[config.mk]
export PLATFORM = sky130hd
export DESIGN_NAME = serial_pattern_detector
export DESIGN_NICKNAME = d
export VERILOG_FILES = /design/src/rtl/serial_pkg.sv /design/src/rtl/sipo_window.sv /design/src/rtl/serial_pattern_detector.sv
export SDC_FILE = /design/constraint.sdc
export NUM_CORES = 1
export LEC_CHECK = 0
export CORE_AREA = 2 2 53 55
export DETAILED_ROUTE_END_ITERATION = 7
export DIE_AREA = 0 0 55 57
export GPL_TIMING_DRIVEN = 0
export SETUP_SLACK_MARGIN = 0.1
export SYNTH_ARGS = -nofsm -noshare
export SYNTH_HDL_FRONTEND = slang
export SYNTH_SLANG_ARGS = --single-unit
[constraint.sdc]
create_clock -name clk -period 3.79 [get_ports clk]
set_clock_uncertainty 0.05 [all_clocks]
set_input_delay 0.379 -clock clk [delete_from_list [all_inputs] [get_ports clk]]
set_output_delay 0.379 -clock clk [all_outputs]
set_load 0.03 [all_outputs]
[src/rtl/serial_pkg.sv]
// Shared state encoding and default parameters for the serial pattern detector slice.
package serial_pkg;

  localparam logic [1:0] ST_EMPTY   = 2'd0;
  localparam logic [1:0] ST_FILLING = 2'd1;
  localparam logic [1:0] ST_ARMED   = 2'd2;

  localparam int         DEF_PATTERN_WIDTH = 4;
  localparam logic [3:0] DEF_PATTERN       = 4'b1011;
  localparam int         DEF_CNT_WIDTH     = 8;

endpackage

[src/rtl/sipo_window.sv]
// Serial-in parallel-out window of W falling-edge cells; bit 0 is the newest bit.
// Shifts one bit per enabled edge, clear beats shift; window_next exposes the pre-load value.
module sipo_window #(
  parameter int W = 4
) (
  input  logic         clk,
  input  logic         reset,
  input  logic         clear,
  input  logic         shift_en,
  input  logic         din,
  output logic [W-1:0] window,
  output logic [W-1:0] window_next
);

  assign window_next = {window[W-2:0], din};

  always_ff @(negedge clk or posedge reset) begin
    if (reset) begin
      window <= '0;
    end else if (clear) begin
      window <= '0;
    end else if (shift_en) begin
      window <= window_next;
    end
  end

endmodule

[src/rtl/serial_pattern_detector.sv]
// Detects PATTERN in a serial stream, pulsing match on the edge that shifts in the completing bit.
// Counts matches with saturation; din_valid=0 holds all state, clear resets window, fill and count.
module serial_pattern_detector
  import serial_pkg::*;
#(
  parameter int                       PATTERN_WIDTH = DEF_PATTERN_WIDTH,
  parameter logic [PATTERN_WIDTH-1:0] PATTERN       = PATTERN_WIDTH'(DEF_PATTERN),
  parameter bit                       OVERLAP       = 1'b1,
  parameter int                       CNT_WIDTH     = DEF_CNT_WIDTH
) (
  input  logic                     clk,
  input  logic                     reset,
  input  logic                     din,
  input  logic                     din_valid,
  input  logic                     clear,
  output logic                     match,
  output logic                     armed,
  output logic [PATTERN_WIDTH-1:0] window,
  output logic [CNT_WIDTH-1:0]     match_count
);

  localparam int                FILL_W    = $clog2(PATTERN_WIDTH + 1);
  localparam logic [FILL_W-1:0] FILL_FULL = FILL_W'(PATTERN_WIDTH);

  logic [PATTERN_WIDTH-1:0] window_next;
  logic [FILL_W-1:0]        fill;
  logic [FILL_W-1:0]        fill_inc;
  logic [FILL_W-1:0]        fill_next;
  logic [1:0]               state;
  logic [1:0]               state_next;
  logic                     shift;
  logic                     hit;

  sipo_window #(
    .W (PATTERN_WIDTH)
  ) u_window (
    .clk         (clk),
    .reset       (reset),
    .clear       (clear),
    .shift_en    (din_valid),
    .din         (din),
    .window      (window),
    .window_next (window_next)
  );

  assign shift    = din_valid && !clear;
  assign fill_inc = (fill == FILL_FULL) ? FILL_FULL : fill + 1'b1;

  // Fill gating keeps an all-zero pattern from matching the reset contents.
  assign hit = shift && (fill_inc == FILL_FULL) && (window_next == PATTERN);

  always_comb begin
    fill_next  = fill;
    state_next = state;
    if (shift) begin
      fill_next = fill_inc;
      case (state)
        ST_EMPTY,
        ST_FILLING: state_next = (fill_inc == FILL_FULL) ? ST_ARMED : ST_FILLING;
        ST_ARMED:   state_next = ST_ARMED;
        default:    state_next = ST_EMPTY;
      endcase
      if (hit && !OVERLAP) begin
        fill_next  = '0;
        state_next = ST_EMPTY;
      end
    end
  end

  always_ff @(negedge clk or posedge reset) begin
    if (reset) begin
      fill        <= '0;
      state       <= ST_EMPTY;
      match       <= 1'b0;
      match_count <= '0;
    end else if (clear) begin
      fill        <= '0;
      state       <= ST_EMPTY;
      match       <= 1'b0;
      match_count <= '0;
    end else begin
      fill  <= fill_next;
      state <= state_next;
      match <= hit;
      if (hit && (match_count != '1)) begin
        match_count <= match_count + 1'b1;
      end
    end
  end

  assign armed = (state == ST_ARMED);

endmodule

==> summary.md, run 1 <==
| Metric | Value |
|---|---|
| Status | complete, no violations |
| Final Slew Violations | 0 |
| Ant diodes | 0 |
| Share of the synthesized area in the top cell type | 0.459 |
| Count of cell types in the netlist | 36 |
| Detailed Route Iter0 Violations | 17 |
| Hold Fails Final Rpt | 0 |
| Yosys top cell by area | dfrtn_1 |
| R2r startpoint | fill[0] |
| Core area | 0.00262 sq mm |
| Psw | 0.0000867 W |
| Synthesized area per cell | 9.91 sq um |
| Post-synth top cells | dfrtn_1 (18), nor2_1 (10), a21oi_1 (8) |
| Die Y | 57 um |
| Multi-input gate area | 489 sq um |
| Pwr Density | 294 mW/mm^2 |
| Async set or reset register ratio after synthesis | 1.00 |
| Global-route usage over all layers | 0.151 |
| Layout cell share with drive strength beyond 1 | 0.100 |
| Setup TNS | 0 ps |
| Hold Slack | 428 ps |
| CTS Sinks | 18 |
| Most frequent cell after synthesis | dfrtn_1 |
| Setup violations, final | 0 |
| Worst Setup End Kind | flop |
| FF-to-FF End | match_count[2] |
| Clock Path Buffers | 2 |
| Initial core utilization | 0.375 |
| Worst-path maximum fanout | 6 |
| CTS tree | done |
| Remaining routing DRC violations | 0 |
| Reg2reg path depth | 6 |
| Max cap viols | 0 |
| GRT overflow | 0 |
| Num CTS Buffers | 3 |
| Placed cell area | 0.00119 sq mm |
| Clock Latency Late Sink | 300 ps |
| First-pass DRT Iterations | 4 |
| RSZ-0062 raised after global routing | false |
| Min-Delay Path Class | reg -> reg |
| Initial antenna violation count | 0 |
| Clk Tree Root Cell | clkbuf_4 |
| IO Pins | 19 |
| Vias in the first global route | 700 |
| Sw Share | 0.244 |
| Post-Place Setup Slack | -127 ps |
| Ys Warns | 0 |
| Post-layout util | 0.462 |
| Clock slew at reported path FFs | 80 ps |
| Worst vdd ir | 274 uV |
| Hold_buf cts | 0 |
| Via Count | 819 |
| CTS H-Tree Depth | 1 |
| CP startpoint | din_valid |
| Clock power share | 0.344 |
| Worst slew margin | 0.532 |
| Storage element area | 450 sq um |
| Slew @ Worst Pin | 701 ps |
| Die area | 0.00314 sq mm |
| EDFF count, synth | 0 |
| Top cells by area, synth | dfrtn_1 (46%), a311oi_1 (4.5%), a21oi_1 (4.1%), ha_1 (3.8%), nor2_1 (3.8%) |
| Critical Path Sink | match_count[7] |
| Routed wire length | 2090 um |
| Cells after Synth | 99 |
| Crit Path Category | in -> reg |
| Setup ws final | 179 ps |
| RePlAce Congestion | 0.757 |
| Syn_nets | 107 |
| FP Rows | 19 |
| Fin area | 0.00121 sq mm |
| Fin nets | 129 |
| Top_reg_cell synth | dfrtn_1 |
| Post-synthesis sequential area ratio | 0.459 |
| Routed WL per cell | 13.8 um |
| CP startpoint kind | input port |
| Post-Syn Area | 981 sq um |
| Detailed placement HPWL | 1460 um |
| Int Pwr | 0.000268 W |
| Area grow syn2layout | 23.2% |
| Chip width | 55 um |
| Worst Path Required | 1990 ps |
| CP arrival | 1810 ps |
| Filler cells | 277 |
| Static Leak | 0.588 nW |
| First-pass GRT wire length | 3470 um |
| Sequential share of power | 0.563 |
| Port Buffer Count | 17 |
| #FFs+latches synth | 18 |
| Largest net degree at the start of global routing | 19 |
| Logic pwr share | 0.093 |
| Via density | 5.42 |
| R2r setup slk | 1650 ps |
| Final ANT Viol Nets | 0 |
[through the flow]
stage / total power (W) / std cells
floorplan: 0.000226 / 99
global placement: 0.000237 / 147
detailed placement: 0.000238 / 147
CTS: 0.000360 / 151
global route: 0.000372 / 151
finish: 0.000355 / 151
[registers in the layout (all words and copies together), names as in the netlist]
name / cells
match_count: 8
u_window.window: 4
fill: 3
state: 2
match: 1
[layer usage]
metal,global-route usage,part of all wire,vias to the layer above,routed length [um]
met4,0.0314,0.0062,0,13
met5,0,0,-,0
met2,0.221,0.44,17,925
li1,-,-,402,-
met3,0.0550,0.049,2,103
met1,0.213,0.50,398,1050
[power by group through the flow]
stage / combinational (W) / sequential, W / clock (W)
after global routing: 0.0000376 / 0.000200 / 0.000134
after global placement: 0.0000338 / 0.000203 / 0
after detailed placement: 0.0000345 / 0.000203 / 0
after CTS: 0.0000338 / 0.000200 / 0.000126
final: 0.0000332 / 0.000200 / 0.000122
after floorplan: 0.0000209 / 0.000205 / 0
[placed cells by master, fill, tap and decap left out, types with 2 or more instances in the layout]
| master | n |
|---|---|
| nand3_1 | 6 |
| and2_1 | 3 |
| inv_1 | 6 |
| nor2b_1 | 3 |
| clkbuf_4 | 3 |
| nand4_1 | 2 |
| dlygate4sd2_1 | 12 |
| a31oi_1 | 3 |
| mux2i_1 | 3 |
| ha_1 | 3 |
| o21ai_0 | 2 |
| a21oi_1 | 8 |
| dfrtn_1 | 18 |
| a311oi_1 | 5 |
| nor2_1 | 10 |
| nand2_1 | 4 |
| clkdlybuf4s50_1 | 3 |
| mux2_2 | 2 |
[kinds of logic (layout without fill, tap and decap cells)]
logic type               Yosys count  after routing  share of synthesized area
adder cells (fa/ha/maj)            3              3                     0.0383
multiplexers                       5              5                     0.0536
XOR/XNOR                           1              1                    0.00893
buffers and inverters              9             30                     0.0421
AO/OA/AOI/OAI                     25             25                      0.185
flip-flops                        18             18                      0.459
AND/OR/NAND/NOR                   38             38                      0.213
[final cells by class]
| type | instances | share of cell area |
|---|---|---|
| inverters | 6 | 0.0186 |
| flip-flops and latches | 18 | 0.373 |
| well taps | 31 | 0.0321 |
| repair buffers | 17 | 0.126 |
| multi-input cells | 72 | 0.405 |
| clock buffers | 4 | 0.0300 |
| plain buffers | 3 | 0.0155 |
[worst min path at each step]
stage	startpoint	end	slack (ps)	depth (start not counted)
CTS	u_window.window[3]	u_window.window[3]	430	2
finish	u_window.window[3]	u_window.window[3]	430	2
global placement	u_window.window[3]	u_window.window[3]	420	2
detailed placement	u_window.window[3]	u_window.window[3]	440	2
floorplan	state[1]	state[0]	410	3
global route	state[0]	state[1]	480	1
[repair_timing]
action                                  CTS  global route
endpoints found under the setup margin   13             2
gates cloned                              0             0
gates resized for setup                  13             3
setup buffers                             0             0
[worst max-delay path, stage by stage]
cell             delay, ps
clkdlybuf4s50_1        540
and2_2                 230
and2_0                 300
and2_1                 250
a311oi_1               110
No activity file was read; power rests on OpenSTA's default activity.
==> run 2: changes to the inputs <==
Settings changed: GPL_TIMING_DRIVEN 0 to 1.
==> run 2 against run 1 <==
Utilization is 1.0 points higher; clock-buffer cell count shrank 1; hold slack lost 3.0 ps; worst setup slack improved by 6.9 ps; first-iteration DRC count increased by 41%; sequential power about the same; critical endpoint unchanged.
==> summary.md, run 2 (same netlist as run 1, synthesis figures left out) <==
| Metric | Value |
|---|---|
| Status | complete, no violations |
| Vias in the first global route | 895 |
| CP arrival | 1780 ps |
| Ant diodes | 0 |
| Setup violations, final | 0 |
| M3 GR Usage | 0.0262 |
| Slowest CP cell | clkdlybuf4s50_1 |
| Die area | 0.00314 sq mm |
| RSZ-0062 raised after global routing | false |
| Detailed Route Iter0 Violations | 24 |
| Slew @ Worst Pin | 622 ps |
| Clock Latency Late Sink | 290 ps |
| Global-route usage over all layers | 0.160 |
| Worst vdd ir | 171 uV |
| Detailed placement HPWL | 1490 um |
| Clk Tree Root Cell | clkbuf_4 |
| Met2 usage | 0.260 |
| Worst Setup End Kind | flop |
| Max cap viols | 0 |
| Final ANT Viol Nets | 0 |
| Max reg flops | 8 |
| Commonest non-fill, non-tap cells in the layout | dfrtn_1 (18), dlygate4sd2_1 (13), nor2_1 (10), a21oi_1 (8) |
| FP Rows | 19 |
| Final cell count without fillers | 154 |
| Largest registers | match_count: 8 flops, u_window.window: 4 flops, fill: 3 flops |
| Core area | 0.00262 sq mm |
| Port Buffer Count | 18 |
| Via Count | 828 |
| Crit path largest cell delay | 420 ps |
| Worst-path maximum fanout | 6 |
| Crit Path Category | in -> reg |
| Fin nets | 133 |
| Initial antenna violation count | 0 |
| CTS Sinks | 18 |
| Area grow syn2layout | 25.9% |
| IO Pins | 19 |
| Static Leak | 0.609 nW |
| Setup ws final | 186 ps |
| GRT overflow | 0 |
| Commonest non-fill, non-tap cell in the layout | dfrtn_1 |
| Layout cell share with drive strength beyond 1 | 0.122 |
| Worst slew margin | 0.583 |
| Hold_buf cts | 0 |
| Setup TNS | 0 ps |
| CP startpoint kind | input port |
| Via density | 5.38 |
| Busiest layer in global routing | met2 |
| First-pass GRT wire length | 3750 um |
| RePlAce Congestion | 0.739 |
| Die Y | 57 um |
| # placed instances | 151 |
| Worst path cell trace | clkdlybuf4s50_1 -> and4bb_2 -> and2_0 -> and2_1 -> a311oi_1 |
| Remaining routing DRC violations | 0 |
| Post-Place Setup Slack | -126 ps |
| Largest Register | match_count |
| Num CTS Buffers | 3 |
| Routed wire length | 2070 um |
| M1 GR Usage | 0.208 |
| Hold Slack | 425 ps |
| Pwr Density | 266 mW/mm^2 |
| Final Slew Violations | 0 |
| Largest net degree at the start of global routing | 19 |
| Clock Path Buffers | 2 |
| CTS tree | done |
| Total power | 0.000329 W |
| Hold Fails Final Rpt | 0 |
| Worst Path Required | 1970 ps |
| Clock slew at reported path FFs | 70 ps |
| Initial core utilization | 0.375 |
| Chip width | 55 um |
| CTS H-Tree Depth | 1 |
| Routed WL per cell | 13.5 um |
| First-pass DRT Iterations | 4 |
| Min-Delay Path Class | reg -> reg |
==> run 2: cell count changes in the layout (fill, tap and decap cells not counted), sizes merged <==
| cell | delta |
|---|---|
| buf | +4 |
| clkbuf | -3 |
| clkdlybuf4s50 | +1 |
| dlygate4sd2 | +1 |
==> run 2: final timing paths <==
check	from	end	slack [ps]	cells after the start
worst min-delay path	u_window.window[3]	u_window.window[3]	420	2
min in group asynchronous	reset	match_count[6]	2140	3
worst max register to register	fill[0]	match_count[2]	1650	6
worst max-delay path	clear	match_count[7]	190	5
worst min register to register	u_window.window[3]	u_window.window[3]	420	2
max in group asynchronous	reset	match_count[4]	1330	3
==> run 2: timing repair <==
action / 4_1_cts / 5_1_grt
pin swaps: 0 / 0
buffers inserted: 0 / 0
endpoints found under the setup margin: 13 / 1
resized for setup: 13 / 1
==> run 2: stage by stage <==
step           utilization  cell area (sq um)
3_5_place_dp         0.469               1230
2_1_floorplan            -                981
6_report             0.472               1230
5_1_grt              0.472               1230
3_3_place_gp         0.469               1230
4_1_cts              0.471               1230
==> run 2: worst max-delay path, delay by kind of cell <==
family,cells,cell delay [ps]
compound gates,1,110
simple gates,3,880
buf+inv,1,420
==> run 2: area by class of cell <==
type,count,area [sq um]
Fill cell,274,1380
Multi-Input combinational cell,72,489
Sequential cell,18,450
Timing Repair Buffer,24,211
Tap cell,31,38.8
Clock buffer,3,22.5
Inverter,6,22.5
==> run 2: metal layers <==
metal | vias to the layer above | routed length, um
li1 | 410 | -
met1 | 398 | 994
met2 | 18 | 983
met3 | 2 | 81
met4 | 0 | 13
met5 | - | 0
==> run 2: report_power, final <==
part | total, W | switching (W) | internal [W]
Clock | 0.0000948 | 0.0000578 | 0.0000369
Combinational | 0.0000342 | 0.0000198 | 0.0000144
Sequential | 0.000200 | 0.00000314 | 0.000197
==> run 3: changes to the inputs <==
Settings changed: RECOVER_POWER set to 25.
==> run 3 against run 2 <==
Combinational power down 2%; first-iteration DRC count up 8.3%; hold slack unchanged; largest cell class unchanged; worst setup slack about the same; global-route usage unchanged; die area unchanged; critical path depth unchanged; register-to-register slack about the same; critical path type unchanged; cell count unchanged; via count unchanged; sequential power about the same.
==> summary.md, run 3 (same netlist as run 1, synthesis figures left out) <==
| Metric | Value |
|---|---|
| Status | complete, no violations |
| Routed wire length | 2070 um |
| Final Slew Violations | 0 |
| Worst path cell trace | clkdlybuf4s50_1 -> and4bb_2 -> and2_0 -> and2_1 -> a311oi_1 |
| Via Count | 828 |
| Port Buffer Count | 18 |
| Via density | 5.38 |
| Filler cells | 274 |
| Layout cell share with drive strength beyond 1 | 0.114 |
| Min-Delay Path Class | reg -> reg |
| Final cell count without fillers | 154 |
| Slowest CP cell | clkdlybuf4s50_1 |
| Routed WL per cell | 13.4 um |
| GRT overflow | 0 |
| Clock Path Buffers | 2 |
| Setup violations, final | 0 |
| Core area | 0.00262 sq mm |
| Worst-path maximum fanout | 6 |
| Crit path largest cell delay | 420 ps |
| Final ANT Viol Nets | 0 |
| Area grow syn2layout | 25.5% |
| Slew @ Worst Pin | 970 ps |
| RePlAce Congestion | 0.739 |
| Storage element area | 450 sq um |
| Worst vdd ir | 171 uV |
| Worst Setup End Kind | flop |
| Crit Path Category | in -> reg |
| CP arrival | 1780 ps |
| Die Y | 57 um |
| Fin nets | 133 |
| Placed cell area | 0.00123 sq mm |
| Chip width | 55 um |
| Pwr Density | 267 mW/mm^2 |
| Commonest non-fill, non-tap cells in the layout | dfrtn_1 (18), dlygate4sd2_1 (13), nor2_1 (10), a21oi_1 (8) |
| Hold Fails Final Rpt | 0 |
| Hold Slack | 425 ps |
| # placed instances | 151 |
| Die area | 0.00314 sq mm |
| Detailed placement HPWL | 1490 um |
| Max cap viols | 0 |
| CTS tree | done |
| IO Pins | 19 |
| First-pass DRT Iterations | 4 |
| Post-layout util | 0.471 |
| CP startpoint kind | input port |
| Largest net degree at the start of global routing | 19 |
| Max reg flops | 8 |
| Largest Register | match_count |
| Clock Latency Late Sink | 290 ps |
| Initial core utilization | 0.375 |
| Largest registers | match_count: 8 flops, u_window.window: 4 flops, fill: 3 flops |
| FP Rows | 19 |
| Vias in the first global route | 895 |
| Remaining routing DRC violations | 0 |
| CTS Sinks | 18 |
| Clk Tree Root Cell | clkbuf_4 |
| Ant diodes | 0 |
| Worst slew margin | 0.354 |
| Num CTS Buffers | 3 |
| WP buf/inv | 1 |
| Static Leak | 0.606 nW |
| Worst path top cell family by delay | simple AND/OR/NAND/NOR gates |
| Worst Path Required | 1970 ps |
| CTS H-Tree Depth | 1 |
| Post-CTS Repair Setup Buffers | 0 |
| RSZ-0062 raised after global routing | false |
| Clock slew at reported path FFs | 70 ps |
| First-pass GRT wire length | 3750 um |
| Initial antenna violation count | 0 |
| Detailed Route Iter0 Violations | 26 |
| Multi-input gate area | 489 sq um |
| Fin area | 0.00123 sq mm |
| Hold_buf cts | 0 |
| Global-route usage over all layers | 0.160 |
| Setup TNS | 0 ps |
| Commonest non-fill, non-tap cell in the layout | dfrtn_1 |
[run 3: cell types whose count changed in the layout (fill, tap and decap cells not counted), sizes merged]
cell	delta
buf	-1
clkdlybuf4s50	-1
clkbuf	+1
dlygate4sd3	+1
[run 3: worst reg2reg max path, cell delays in order, from the launching register on]
cell	delay (ps)
dfrtn_1	440
inv_1	70
ha_1	300
nand2b_1	160
o21ai_1	510
nand3_1	170
mux2_2	300
[run 3: where the power goes]
part | switching (W) | internal, W
registers | 0.00000314 | 0.000197
logic | 0.0000198 | 0.0000137
clock network | 0.0000579 | 0.0000369
total | 0.0000808 | 0.000247
[run 3: worst paths after layout]
path / cells after the start / to / startpoint / slack, ps
setup reg to reg: 6 / match_count[2] / fill[0] / 1650
hold / removal: 2 / u_window.window[3] / u_window.window[3] / 420
setup / recovery: 5 / match_count[7] / clear / 190
max in group asynchronous: 3 / match_count[4] / reset / 540
hold reg to reg: 2 / u_window.window[3] / u_window.window[3] / 420
min in group asynchronous: 3 / match_count[6] / reset / 2540
[run 3: what timing repair did]
| action | 4_1_cts | 5_1_grt |
|---|---|---|
| hold endpoints to repair | 0 | 0 |
| setup endpoints to repair | 13 | 1 |
| resized for setup | 13 | 1 |
[run 3: layout make-up]
cell class | count | area share
well taps | 31 | 0.0315
repair buffers | 24 | 0.169
flip-flops and latches | 18 | 0.366
clock buffers | 3 | 0.0183
inverters | 6 | 0.0183
multi-input cells | 72 | 0.397
[run 3: layer usage]
metal,global-route usage,share of wire,wire [um]
met2,0.260,0.48,984
met5,0,0,0
met3,0.0262,0.042,86
met4,0.0627,0.0063,13
met1,0.208,0.48,981
[run 3: through the flow]
stage	total power [W]	setup slack, ps
2_1_floorplan	0.000226	329
3_3_place_gp	0.000238	-74.4
3_5_place_dp	0.000239	-126
4_1_cts	0.000338	107
5_1_grt	0.000347	111
6_report	0.000328	186
